--- config.mk ---
export PLATFORM = sky130hd
export DESIGN_NAME = fifo_wr_arbiter_flat
export DESIGN_NICKNAME = d
export VERILOG_FILES = /design/src/rtl/fifo_arb_pkg.sv /design/src/rtl/fifo_wr_arbiter_if.sv /design/src/rtl/rr_priority_pick.sv /design/src/rtl/fifo_wr_arbiter.sv /design/src/flat_wrapper.sv
export SDC_FILE = /design/constraint.sdc
export NUM_CORES = 1
export LEC_CHECK = 0
export CORE_AREA = 5 5 252 254
export DETAILED_ROUTE_END_ITERATION = 7
export DIE_AREA = 0 0 257 259
export SKIP_LAST_GASP = 1
export SLEW_MARGIN = 20
export SYNTH_ARGS = -nofsm -noshare
export SYNTH_HDL_FRONTEND = slang
export SYNTH_SLANG_ARGS = --single-unit
--- constraint.sdc ---
create_clock -name clock -period 3.5 [get_ports clock]
set_input_delay 0.7 -clock clock [delete_from_list [all_inputs] [get_ports clock]]
set_output_delay 0.7 -clock clock [all_outputs]
set_load 0.03 [all_outputs]
--- src/rtl/fifo_arb_pkg.sv ---
// Shared types and defaults for the FIFO write-side arbiter and its helpers.
// Imported by the arbiter, its bus interface and any future read-side scheduler.
package fifo_arb_pkg;

   typedef enum logic {
      IDLE  = 1'b0,
      BURST = 1'b1
   } arb_state_e;

   localparam int DEF_N_REQ     = 4;
   localparam int DEF_DATA_W    = 128;
   localparam int DEF_DEPTH     = 8;
   localparam int DEF_MAX_BURST = 4;
   localparam int DEF_CNT_W     = 4;

   // One extra bit so occupancy plus the in-flight write cannot overflow.
   function automatic int space_w(input int cnt_w);
      return cnt_w + 1;
   endfunction

endpackage

--- src/rtl/fifo_wr_arbiter_if.sv ---
// Producer-side request bus and FIFO write port of the write arbiter.
// slave is the arbiter's view; master is the producers/FIFO side.
interface fifo_wr_arbiter_if
   import fifo_arb_pkg::*;
#(
   parameter int N_REQ  = DEF_N_REQ,
   parameter int DATA_W = DEF_DATA_W,
   parameter int CNT_W  = DEF_CNT_W
);

   logic [N_REQ-1:0]        req;
   logic [N_REQ-1:0]        req_last;
   logic [N_REQ*DATA_W-1:0] req_data;
   logic [N_REQ-1:0]        gnt;
   logic [CNT_W-1:0]        fifo_cnt;
   logic                    fifo_wr;
   logic [DATA_W-1:0]       fifo_data;
   logic                    busy;

   modport slave (
      input  req, req_last, req_data, fifo_cnt,
      output gnt, fifo_wr, fifo_data, busy
   );

   modport master (
      output req, req_last, req_data, fifo_cnt,
      input  gnt, fifo_wr, fifo_data, busy
   );

endinterface

--- src/rtl/rr_priority_pick.sv ---
// Round-robin pick: rotate requests so the slot after last_ptr is bit 0,
// priority-encode the lowest set bit, then map the offset back to an index.
module rr_priority_pick #(
   parameter int N     = 4,
   parameter int PTR_W = $clog2(N)
) (
   input  logic [N-1:0]     req,
   input  logic [PTR_W-1:0] last_ptr,
   output logic [PTR_W-1:0] winner,
   output logic             found
);

   logic [PTR_W-1:0] start;
   logic [PTR_W-1:0] offset;
   logic [2*N-1:0]   dbl;
   logic [N-1:0]     rotated;
   logic [PTR_W:0]   sum;

   always_comb begin
      // NOTE: every variable gets a value before any branch; a path that skips an assignment infers a latch.
      start   = (last_ptr == PTR_W'(N - 1)) ? '0 : last_ptr + 1'b1;
      dbl     = {req, req};
      rotated = dbl[start +: N];
      offset  = '0;
      found   = |req;
      for (int i = N - 1; i >= 0; i--) begin
         if (rotated[i]) offset = PTR_W'(i);
      end
      // Explicit modulo keeps non-power-of-2 requester counts correct.
      sum = {1'b0, start} + {1'b0, offset};
      if (sum >= (PTR_W + 1)'(N)) winner = PTR_W'(sum - (PTR_W + 1)'(N));
      else                        winner = PTR_W'(sum);
   end

endmodule

--- src/rtl/fifo_wr_arbiter.sv ---
// Round-robin, burst-locking arbiter sharing one FIFO write port among N_REQ
// producers; throttles on FIFO occupancy and drives the write port from registers.
module fifo_wr_arbiter
   import fifo_arb_pkg::*;
#(
   parameter int N_REQ     = DEF_N_REQ,
   parameter int DATA_W    = DEF_DATA_W,
   parameter int DEPTH     = DEF_DEPTH,
   parameter int MAX_BURST = DEF_MAX_BURST,
   parameter int CNT_W     = DEF_CNT_W
) (
   input logic               clock,
   input logic               rst,
   fifo_wr_arbiter_if.slave  bus
);

   localparam int PTR_W       = $clog2(N_REQ);
   localparam int BEATS_W     = $clog2(MAX_BURST + 1);
   localparam int SPACE_W     = space_w(CNT_W);
   localparam bit SINGLE_BEAT = (MAX_BURST == 1);

   arb_state_e         state_q, state_d;
   logic [PTR_W-1:0]   last_ptr_q, last_ptr_d;
   logic [PTR_W-1:0]   owner_q, owner_d;
   logic [BEATS_W-1:0] beats_q, beats_d;
   logic               fifo_wr_q;
   logic [DATA_W-1:0]  fifo_data_q;

   logic [PTR_W-1:0]   winner;
   logic               found;
   logic [SPACE_W-1:0] occupancy;
   logic               space_ok;
   logic [N_REQ-1:0]   gnt_c;
   logic               take;
   logic [PTR_W-1:0]   take_idx;
   logic [DATA_W-1:0]  take_beat;

   rr_priority_pick #(
      .N     (N_REQ),
      .PTR_W (PTR_W)
   ) u_pick (
      .req      (bus.req),
      .last_ptr (last_ptr_q),
      .winner   (winner),
      .found    (found)
   );

   // The registered write still in flight counts as occupied; concurrent reads are ignored.
   assign occupancy = {1'b0, bus.fifo_cnt} + SPACE_W'(fifo_wr_q);
   assign space_ok  = occupancy < SPACE_W'(DEPTH);

   always_comb begin
      state_d    = state_q;
      last_ptr_d = last_ptr_q;
      owner_d    = owner_q;
      beats_d    = beats_q;
      gnt_c      = '0;
      take       = 1'b0;
      take_idx   = owner_q;

      unique case (state_q)
         IDLE: begin
            if (found && space_ok) begin
               gnt_c[winner] = 1'b1;
               take          = 1'b1;
               take_idx      = winner;
               owner_d       = winner;
               beats_d       = BEATS_W'(1);
               if (bus.req_last[winner] || SINGLE_BEAT) last_ptr_d = winner;
               else                                     state_d    = BURST;
            end
         end
         BURST: begin
            if (!bus.req[owner_q]) begin
               // Owner went quiet: release the lock and forfeit the rest of the burst.
               state_d    = IDLE;
               last_ptr_d = owner_q;
            end else if (space_ok) begin
               gnt_c[owner_q] = 1'b1;
               take           = 1'b1;
               beats_d        = beats_q + 1'b1;
               if (bus.req_last[owner_q] || (beats_q + 1'b1 == BEATS_W'(MAX_BURST))) begin
                  state_d    = IDLE;
                  last_ptr_d = owner_q;
               end
            end
         end
         default: state_d = IDLE;
      endcase
   end

   assign take_beat = bus.req_data[take_idx*DATA_W +: DATA_W];

   always_ff @(posedge clock or negedge rst) begin
      if (!rst) begin
         state_q     <= IDLE;
         last_ptr_q  <= PTR_W'(N_REQ - 1);
         owner_q     <= '0;
         beats_q     <= '0;
         fifo_wr_q   <= 1'b0;
         // NOTE: the data register is reset because its reset value is architecturally visible; wide data paths otherwise stay unreset.
         fifo_data_q <= '0;
      end else begin
         // NOTE: non-blocking assignments so every register samples pre-edge values regardless of statement order.
         state_q    <= state_d;
         last_ptr_q <= last_ptr_d;
         owner_q    <= owner_d;
         beats_q    <= beats_d;
         fifo_wr_q  <= take;
         if (take) fifo_data_q <= take_beat;
      end
   end

   assign bus.gnt       = rst ? gnt_c : '0;
   assign bus.fifo_wr   = fifo_wr_q;
   assign bus.fifo_data = fifo_data_q;
   assign bus.busy      = (state_q == BURST);

endmodule
--- src/flat_wrapper.sv ---
// flat-port wrapper written by rule: the top's interface ports become plain ports
module fifo_wr_arbiter_flat import fifo_arb_pkg::*;
#(
   parameter int N_REQ     = DEF_N_REQ,
   parameter int DATA_W    = DEF_DATA_W,
   parameter int DEPTH     = DEF_DEPTH,
   parameter int MAX_BURST = DEF_MAX_BURST,
   parameter int CNT_W     = DEF_CNT_W
)
  (clock, rst, bus_req, bus_req_last, bus_req_data, bus_fifo_cnt, bus_gnt, bus_fifo_wr, bus_fifo_data, bus_busy);
  fifo_wr_arbiter_if #(.N_REQ(N_REQ), .DATA_W(DATA_W), .CNT_W(CNT_W)) bus_i ();
  input logic clock;
  input logic rst;
  input wire logic [$bits(bus_i.req)-1:0] bus_req;
  input wire logic [$bits(bus_i.req_last)-1:0] bus_req_last;
  input wire logic [$bits(bus_i.req_data)-1:0] bus_req_data;
  input wire logic [$bits(bus_i.fifo_cnt)-1:0] bus_fifo_cnt;
  output wire logic [$bits(bus_i.gnt)-1:0] bus_gnt;
  output wire logic [$bits(bus_i.fifo_wr)-1:0] bus_fifo_wr;
  output wire logic [$bits(bus_i.fifo_data)-1:0] bus_fifo_data;
  output wire logic [$bits(bus_i.busy)-1:0] bus_busy;
  assign bus_i.req = bus_req;
  assign bus_i.req_last = bus_req_last;
  assign bus_i.req_data = bus_req_data;
  assign bus_i.fifo_cnt = bus_fifo_cnt;
  assign bus_gnt = bus_i.gnt;
  assign bus_fifo_wr = bus_i.fifo_wr;
  assign bus_fifo_data = bus_i.fifo_data;
  assign bus_busy = bus_i.busy;
  fifo_wr_arbiter #(.N_REQ(N_REQ), .DATA_W(DATA_W), .DEPTH(DEPTH), .MAX_BURST(MAX_BURST), .CNT_W(CNT_W)) u_core (.clock(clock), .rst(rst), .bus(bus_i));
endmodule
# ---- Yosys cells after proc, flatten, opt, wreduce, memory -nomap -nowiden
# Index checks and enable logic that the tools add are counted.
# W data, S select, Z words.
dict set report totals {
  regBits 137
  input_bits 526
  output_inout_bits 134
  wordCells 78
}
dict set report classes {
  add_sub_neg 5
  n_lt_le_gt_ge 6
  n_eq_ne 8
  shifts 2
  n_mux 43
  bitwise_logic 1
  reduce_logical 7
}
# op n
set op_table {}
lappend op_table {{$shiftx A512 B10 Y128} 1}
lappend op_table {{$mux W2} 13}
lappend op_table {{$mux W4} 4}
lappend op_table {{$mux W1} 13}
lappend op_table {{$mux W3} 3}
lappend op_table {{$pmux W4 S2} 1}
lappend op_table {{$shiftx A8 B3 Y4} 1}
lappend op_table {{$bmux W1 S2} 3}
lappend op_table {{$lt A2 B3 Y1 const B} 2}
lappend op_table {{$ne A3 B3 Y1 const B} 2}
lappend op_table {{$pmux W3 S2} 1}
lappend op_table {{$add A4 B1 Y5} 1}
lappend op_table {{$lt A5 B4 Y1 const B} 1}
lappend op_table {{$demux W1 S2} 2}
lappend op_table {{$ge A2 B1 Y1 const B} 2}
lappend op_table {{$ne A2 B1 Y1 const B} 2}
lappend op_table {{$ne A2 B2 Y1 const B} 2}
lappend op_table {{$pmux W1 S2} 2}
lappend op_table {{$pmux W2 S2} 1}
lappend op_table {{$reduce_and A4 Y1} 1}
lappend op_table {{$reduce_or A4 Y1} 1}
lappend op_table {{$add A2 B2 Y3} 1}
lappend op_table {{$add A3 B1 Y3 const B} 1}
lappend op_table {{$eq A3 B3 Y1 const B} 1}
lappend op_table {{8 further kinds} 10}

# ---- Depth between registers and ports, before layout
dict set report logic_depth {
  word_depth 17
  mapped_depth 15
  ltp_nobuf 13
}

# ---- Modules after synthesis
# From an unflattened synthesis, not the netlist that was laid out.
dict set report unflattened {
  cells_unflattened 1396
  area_unflattened_um2 12151.7
}
# mod n_inst cells_each area_each_um2 seq_area_each_um2
set modules_own_cells {}
lappend modules_own_cells {fifo_wr_arbiter 1 1377 12039.0 3430.8}
lappend modules_own_cells {rr_priority_pick 1 19 112.6 0.0}

# ---- Worst setup path before layout
# No wires, ideal clock.
dict set report synth_timing {
  path_kind {input port to output port}
  startpoint {in bus_req[0]}
  endpoint {out bus_gnt[0]}
  arrival_time_ns 2.714
  required_ns 2.800
  slack_ns 0.086
  stages 12
  n_path_buf 1
  path_cell_list {buf_2 -> nor2b_1 -> a21oi_1 -> nor2_1 -> a211oi_1 -> a21oi_1 -> ha_1 -> nor2b_1 -> a22o_1 -> or2_1 -> o22ai_1 -> and2_1}
}
dict set report synth_via {
  elab_chain_len 15
  elab_cells_between_ends 22
  cone_classes {add/sub: 2; order compare: 3; shift: 1; mux: 13; reduce/logical: 3}
}
# item line
set synth_lines {}
lappend synth_lines {{start, declared} flat_wrapper.sv:14} ;# input wire logic [$bits(bus_i.req)-1:0] bus_req;
lappend synth_lines {{$shiftx A8 B3 Y4} rr_priority_pick.sv:23} ;# rotated = dbl[start +: N];
lappend synth_lines {{$mux W2 (4 in series)} rr_priority_pick.sv:27} ;# if (rotated[i]) offset = PTR_W'(i);
lappend synth_lines {{$add A2 B2 Y3} rr_priority_pick.sv:30} ;# sum = {1'b0, start} + {1'b0, offset};
lappend synth_lines {{$ge A3 B3 Y1 or $sub A2 B1 Y2 (tied branches)} rr_priority_pick.sv:31} ;# if (sum >= (PTR_W + 1)'(N)) winner = PTR_W'(sum - (PTR_W + 1)'(N));
lappend synth_lines {{$mux W2} rr_priority_pick.sv:31}
lappend synth_lines {{$lt A2 B3 Y1 (not written as such) or $ge A2 B1 Y1 (tied branches)} fifo_wr_arbiter.sv:64} ;# gnt_c[winner] = 1'b1;
lappend synth_lines {{$logic_and A1 B1 Y1 (not written as such)} fifo_wr_arbiter.sv:64}
lappend synth_lines {{$mux W1 (not written as such)} fifo_wr_arbiter.sv:64}
lappend synth_lines {{$demux W1 S2} --}
lappend synth_lines {{$mux W4} fifo_wr_arbiter.sv:63} ;# if (found && space_ok) begin
lappend synth_lines {{$pmux W4 S2 *} fifo_wr_arbiter.sv:61} ;# unique case (state_q)
lappend synth_lines {{$mux W4 *} fifo_wr_arbiter.sv:114} ;# assign bus.gnt = rst ? gnt_c : '0;
lappend synth_lines {{end, declared} flat_wrapper.sv:18} ;# output wire logic [$bits(bus_i.gnt)-1:0] bus_gnt;
# Mark *: on every way between the ends. The rest lies on a longest branch, timed or not. The select of a mux whose other input is x is not followed.

# ---- Worst setup path in the final report
dict set report layout_timing {
  startpoint {reg u_core.last_ptr_q[0]}
  endpoint {out bus_gnt[0]}
}
dict set report layout_via {
  elab_chain_len 17
  elab_cells_between_ends 20
  cone_classes {add/sub: 3; order compare: 3; eq/ne: 1; shift: 1; mux: 11; reduce/logical: 1}
}
# item line
set layout_lines {}
lappend layout_lines {{start, declared} fifo_wr_arbiter.sv:23} ;# logic [PTR_W-1:0] last_ptr_q, last_ptr_d;
lappend layout_lines {{start signal, assigned} fifo_wr_arbiter.sv:97} ;# last_ptr_q <= PTR_W'(N_REQ - 1);
lappend layout_lines {{start signal, assigned} fifo_wr_arbiter.sv:106} ;# last_ptr_q <= last_ptr_d;
lappend layout_lines {{$add A2 B1 Y2 or $eq A2 B2 Y1 (tied branches)} rr_priority_pick.sv:21} ;# start = (last_ptr == PTR_W'(N - 1)) ? '0 : last_ptr + 1'b1;
lappend layout_lines {{$mux W2 *} rr_priority_pick.sv:21}
lappend layout_lines {{$shiftx A8 B3 Y4} rr_priority_pick.sv:23}
lappend layout_lines {{$mux W2 (4 in series)} rr_priority_pick.sv:27}
lappend layout_lines {{$add A2 B2 Y3 *} rr_priority_pick.sv:30}
lappend layout_lines {{$ge A3 B3 Y1 or $sub A2 B1 Y2 (tied branches)} rr_priority_pick.sv:31}
lappend layout_lines {{$mux W2 *} rr_priority_pick.sv:31}
lappend layout_lines {{$lt A2 B3 Y1 (not written as such) or $ge A2 B1 Y1 (tied branches)} fifo_wr_arbiter.sv:64}
lappend layout_lines {{$logic_and A1 B1 Y1 (not written as such)} fifo_wr_arbiter.sv:64}
lappend layout_lines {{$mux W1 (not written as such)} fifo_wr_arbiter.sv:64}
lappend layout_lines {{$demux W1 S2 *} --}
lappend layout_lines {{$mux W4 *} fifo_wr_arbiter.sv:63}
lappend layout_lines {{$pmux W4 S2 *} fifo_wr_arbiter.sv:61}
lappend layout_lines {{$mux W4 *} fifo_wr_arbiter.sv:114}
# Mark *: on every way between the ends. The rest lies on a longest branch, timed or not.

==> key figures <==
Clocking
  • H-tree depth: 4
  • Clock Tree Buf Depth: 2
  • Latest clock arrival within the worst-skew pair: 0.46 ns
  • Clock root buffer master: clkbuf_16
  • CTS buffer count: 17
  • CTS clk-pin slew, worst paths: 0.06 ns
  • Clock sink total: 137
  • CTS tree: done

Placed design
  • PortBufs: 659
  • RePlAce Congestion: 0.863
  • Pre-CTS WS: -0.670 ns
  • DPL Wire Length: 38.0 mm
  • DP Area: 18100 µm²

Die
  • Starting Density: 16.0%
  • Die Height: 259 µm
  • Row cnt: 91
  • Io pins: 660
  • Die ar.: 66600 µm²
  • Core area: 61000 µm²
  • Die W: 257 µm

Job
  • Max-Cap Viols: 0

Logic synthesis
  • Primary FF master, synth: dfrtp_1
  • Post-synthesis compound-gate area fraction: 28.7%
  • Post-synth EDFFs: 0
  • Post-Syn Instances: 966
  • Post-synthesis simple-gate area fraction: 15.4%
  • Syn nets: 1496
  • Synth warnings: 0
  • Asr flop ratio synth: 100%
  • Yosys cell types: 45
  • Post-Synth XOR/XNOR Area: 0.180%
  • Seq/Total Area, Yosys: 35.2%
  • Syn Std Cell Area: 9760 µm²
  • Largest family of logic cells by synthesized area: compound AO/OA/AOI/OAI gates
  • Yosys reg bits: 137
  • Syn_area_per_cell: 10.1 µm²
  • Mux share of post-synthesis cell area: 14.3%
  • Adder-cell area share of the yosys netlist: 0.513%

Timing
  • Hold WS: 0.0529 ns
  • Setup TNS: -0.387 ns
  • Period utilisation layout: 104%
  • Min Tclk post-route: 3.63 ns
  • Endpoints failing hold: 0
  • Setup violations, final: 4
  • F_max: 0.276 GHz
  • RSZ-0062 raised after global routing: true
  • Setup WS post-layout: -0.126 ns
  • Fin Clk Skew: 0.00716 ns
  • Max-slew headroom: 35.7%
  • Worst-margin pin slew: 0.964 ns
  • Max-slew violation count: 0

Layout
  • Commonest non-fill, non-tap cell in the layout: clkdlybuf4s50_1
  • Fraction of layout cells with a size suffix above 1: 19.6%
  • Fin area: 18800 µm²
  • Nets@finish: 2241
  • Fillers: 6289
  • Most frequent cells in the layout: clkdlybuf4s50_1, buf_4, nor2_1
  • Layout area overhead: 92.8%
  • Inserted Diodes: 0

Worst setup path
  • CP Data Arrival Time: 2.93 ns
  • Critical Path Fanout Max: 4
  • R2r setup slk: 0.27 ns
  • R2R cell count: 14
  • RR Startpoint: u_core.last_ptr_q[0]
  • Worst setup path class: reg -> out
  • CP Capture Type: primary output
  • Worst EP required: 2.80 ns
  • CP Launch Type: register
  • Worst R2R End: u_core.bus.fifo_data[122]

Drt
  • Antenna-violating nets left: 0
  • Vias: 10500
  • Post-route DRC: 0
  • Length of the first detailed-routing pass in iterations: 4
  • WL/cell: 18.6 µm
  • Detailed-route wire length: 46.8 mm
  • 1st-iter DRT viols: 409
  • Vias per cell: 4.20

Hold path
  • Hold WC Path Type: in -> async

Pwr
  • Leak pwr: 7.16 nW
  • Switching share of power: 45.7%
  • Flop pwr share: 17.3%
  • VDD IR max: 0.346 mV
  • Switching Power: 7.87 mW
  • Int Power: 9.34 mW
  • Clk pwr share: 11.3%
  • Pwr Density: 915 nW/µm²
  • Comb pwr share: 71.4%

Global routing
  • Vias in the first global route: 11700
  • All-Layer GR Usage: 13.5%
  • First-pass GRT wire length: 70.0 mm
  • Initial antenna violation count: 2
  • Grt ovf: 0
  • Largest net degree at the start of global routing: 75

Status
  • Status: complete, but fails checks
  • Violated checks: setup timing
Yosys cell counts (4+ instances only):
master | number | area [µm²]
buf_6 | 8 | 90.1
buf_4 | 35 | 263
mux4_2 | 4 | 90.1
buf_2 | 14 | 70.1
nor3_1 | 4 | 20.0
mux2i_1 | 130 | 1300
a21oi_1 | 10 | 50.1
nor2b_1 | 4 | 25.0
nand2_1 | 10 | 37.5
ha_1 | 4 | 50.1
a211oi_2 | 121 | 1510
nand3_1 | 4 | 20.0
o21ai_0 | 7 | 35.0
dfrtp_1 | 135 | 3380
a211oi_1 | 138 | 1040
clkbuf_1 | 31 | 116
and2_1 | 132 | 826
nor2_1 | 138 | 518
sequential cells by signal (all words and copies together) (netlist names):
signal / count
u_core.bus.fifo_data: 128
u_core.beats_q: 3
u_core.last_ptr_q: 2
u_core.owner_q: 2
u_core.bus.busy: 1
u_core.bus.fifo_wr: 1
metal layers:
| metal | wire, µm | vias to the layer above | global-route usage (%) |
|---|---|---|---|
| met5 | 0 | - | 0 |
| met1 | 18400 | 4988 | 15.3 |
| met2 | 23800 | 433 | 23.8 |
| met4 | 1470 | 0 | 5.32 |
| met3 | 3170 | 60 | 4.19 |
| li1 | - | 5064 | - |
worst max-delay path by stage:
stage,startpoint,end,slack (ns),cells past startpoint
after floorplan,bus_req[0],bus_gnt[0],0.09,12
after global placement,bus_req[3],bus_gnt[2],-0.77,13
after detailed placement,bus_req[3],bus_gnt[2],-0.67,13
after CTS,u_core.last_ptr_q[1],bus_gnt[0],-0.16,14
after global routing,u_core.last_ptr_q[0],bus_gnt[0],-0.28,14
final,u_core.last_ptr_q[0],bus_gnt[0],-0.13,12
power by group through the flow:
stage / clock, mW / combinational [mW] / sequential, mW
final: 1.94 / 12.3 / 2.97
after global routing: 2.10 / 13.1 / 3.08
after CTS: 2.04 / 12.5 / 2.98
after detailed placement: 0 / 12.3 / 2.98
after global placement: 0 / 12.2 / 2.96
after floorplan: 0 / 5.71 / 4.43
per-stage QoR:
step                std cells  power (mW)  utilization [%]
floorplan                 966        10.1                -
global placement         2478        15.2             29.7
detailed placement       2478        15.3             29.7
CTS                      2513        17.5             30.8
global route             2513        18.3             30.8
finish                   2513        17.2             30.8
area by class of cell:
cell class	instances	area (µm²)	area share [%]
clock buffers	20	467	2.48
clock inverters	11	145	0.772
inverters	4	22.5	0.120
multi-input cells	736	5860	31.1
flip-flops and latches	137	3430	18.2
well taps	790	988	5.25
repair buffers	815	7900	42.0
cell families after synthesis:
kind of cell             count (synthesis)
AND/OR/NAND/NOR                        301
AO/OA/AOI/OAI                          295
flip-flops                             137
multiplexers                           134
buffers and inverters                   93
adder cells (fa/ha/maj)                  4
XOR/XNOR                                 2
worst max-delay path: stages (launching register included):
cell      delay, ns
dfstp_2        0.56
ha_4           0.22
buf_4          0.14
a211oi_2       0.19
a21oi_2        0.05
ha_2           0.18
nor2b_1        0.12
a22o_1         0.21
buf_6          0.12
or2_4          0.24
o22ai_2        0.15
and2_4         0.16
buf_6          0.12
timing repair:
action / 4_1_cts / 5_1_grt
pin swaps: 11 / 1
buffers inserted: 3 / 0
resized for setup: 22 / 5
hold buffers: 1 / 0
endpoints found under the setup margin: 4 / 4
hold endpoints to repair: 2 / 0
(Power assumes the default switching activity.)
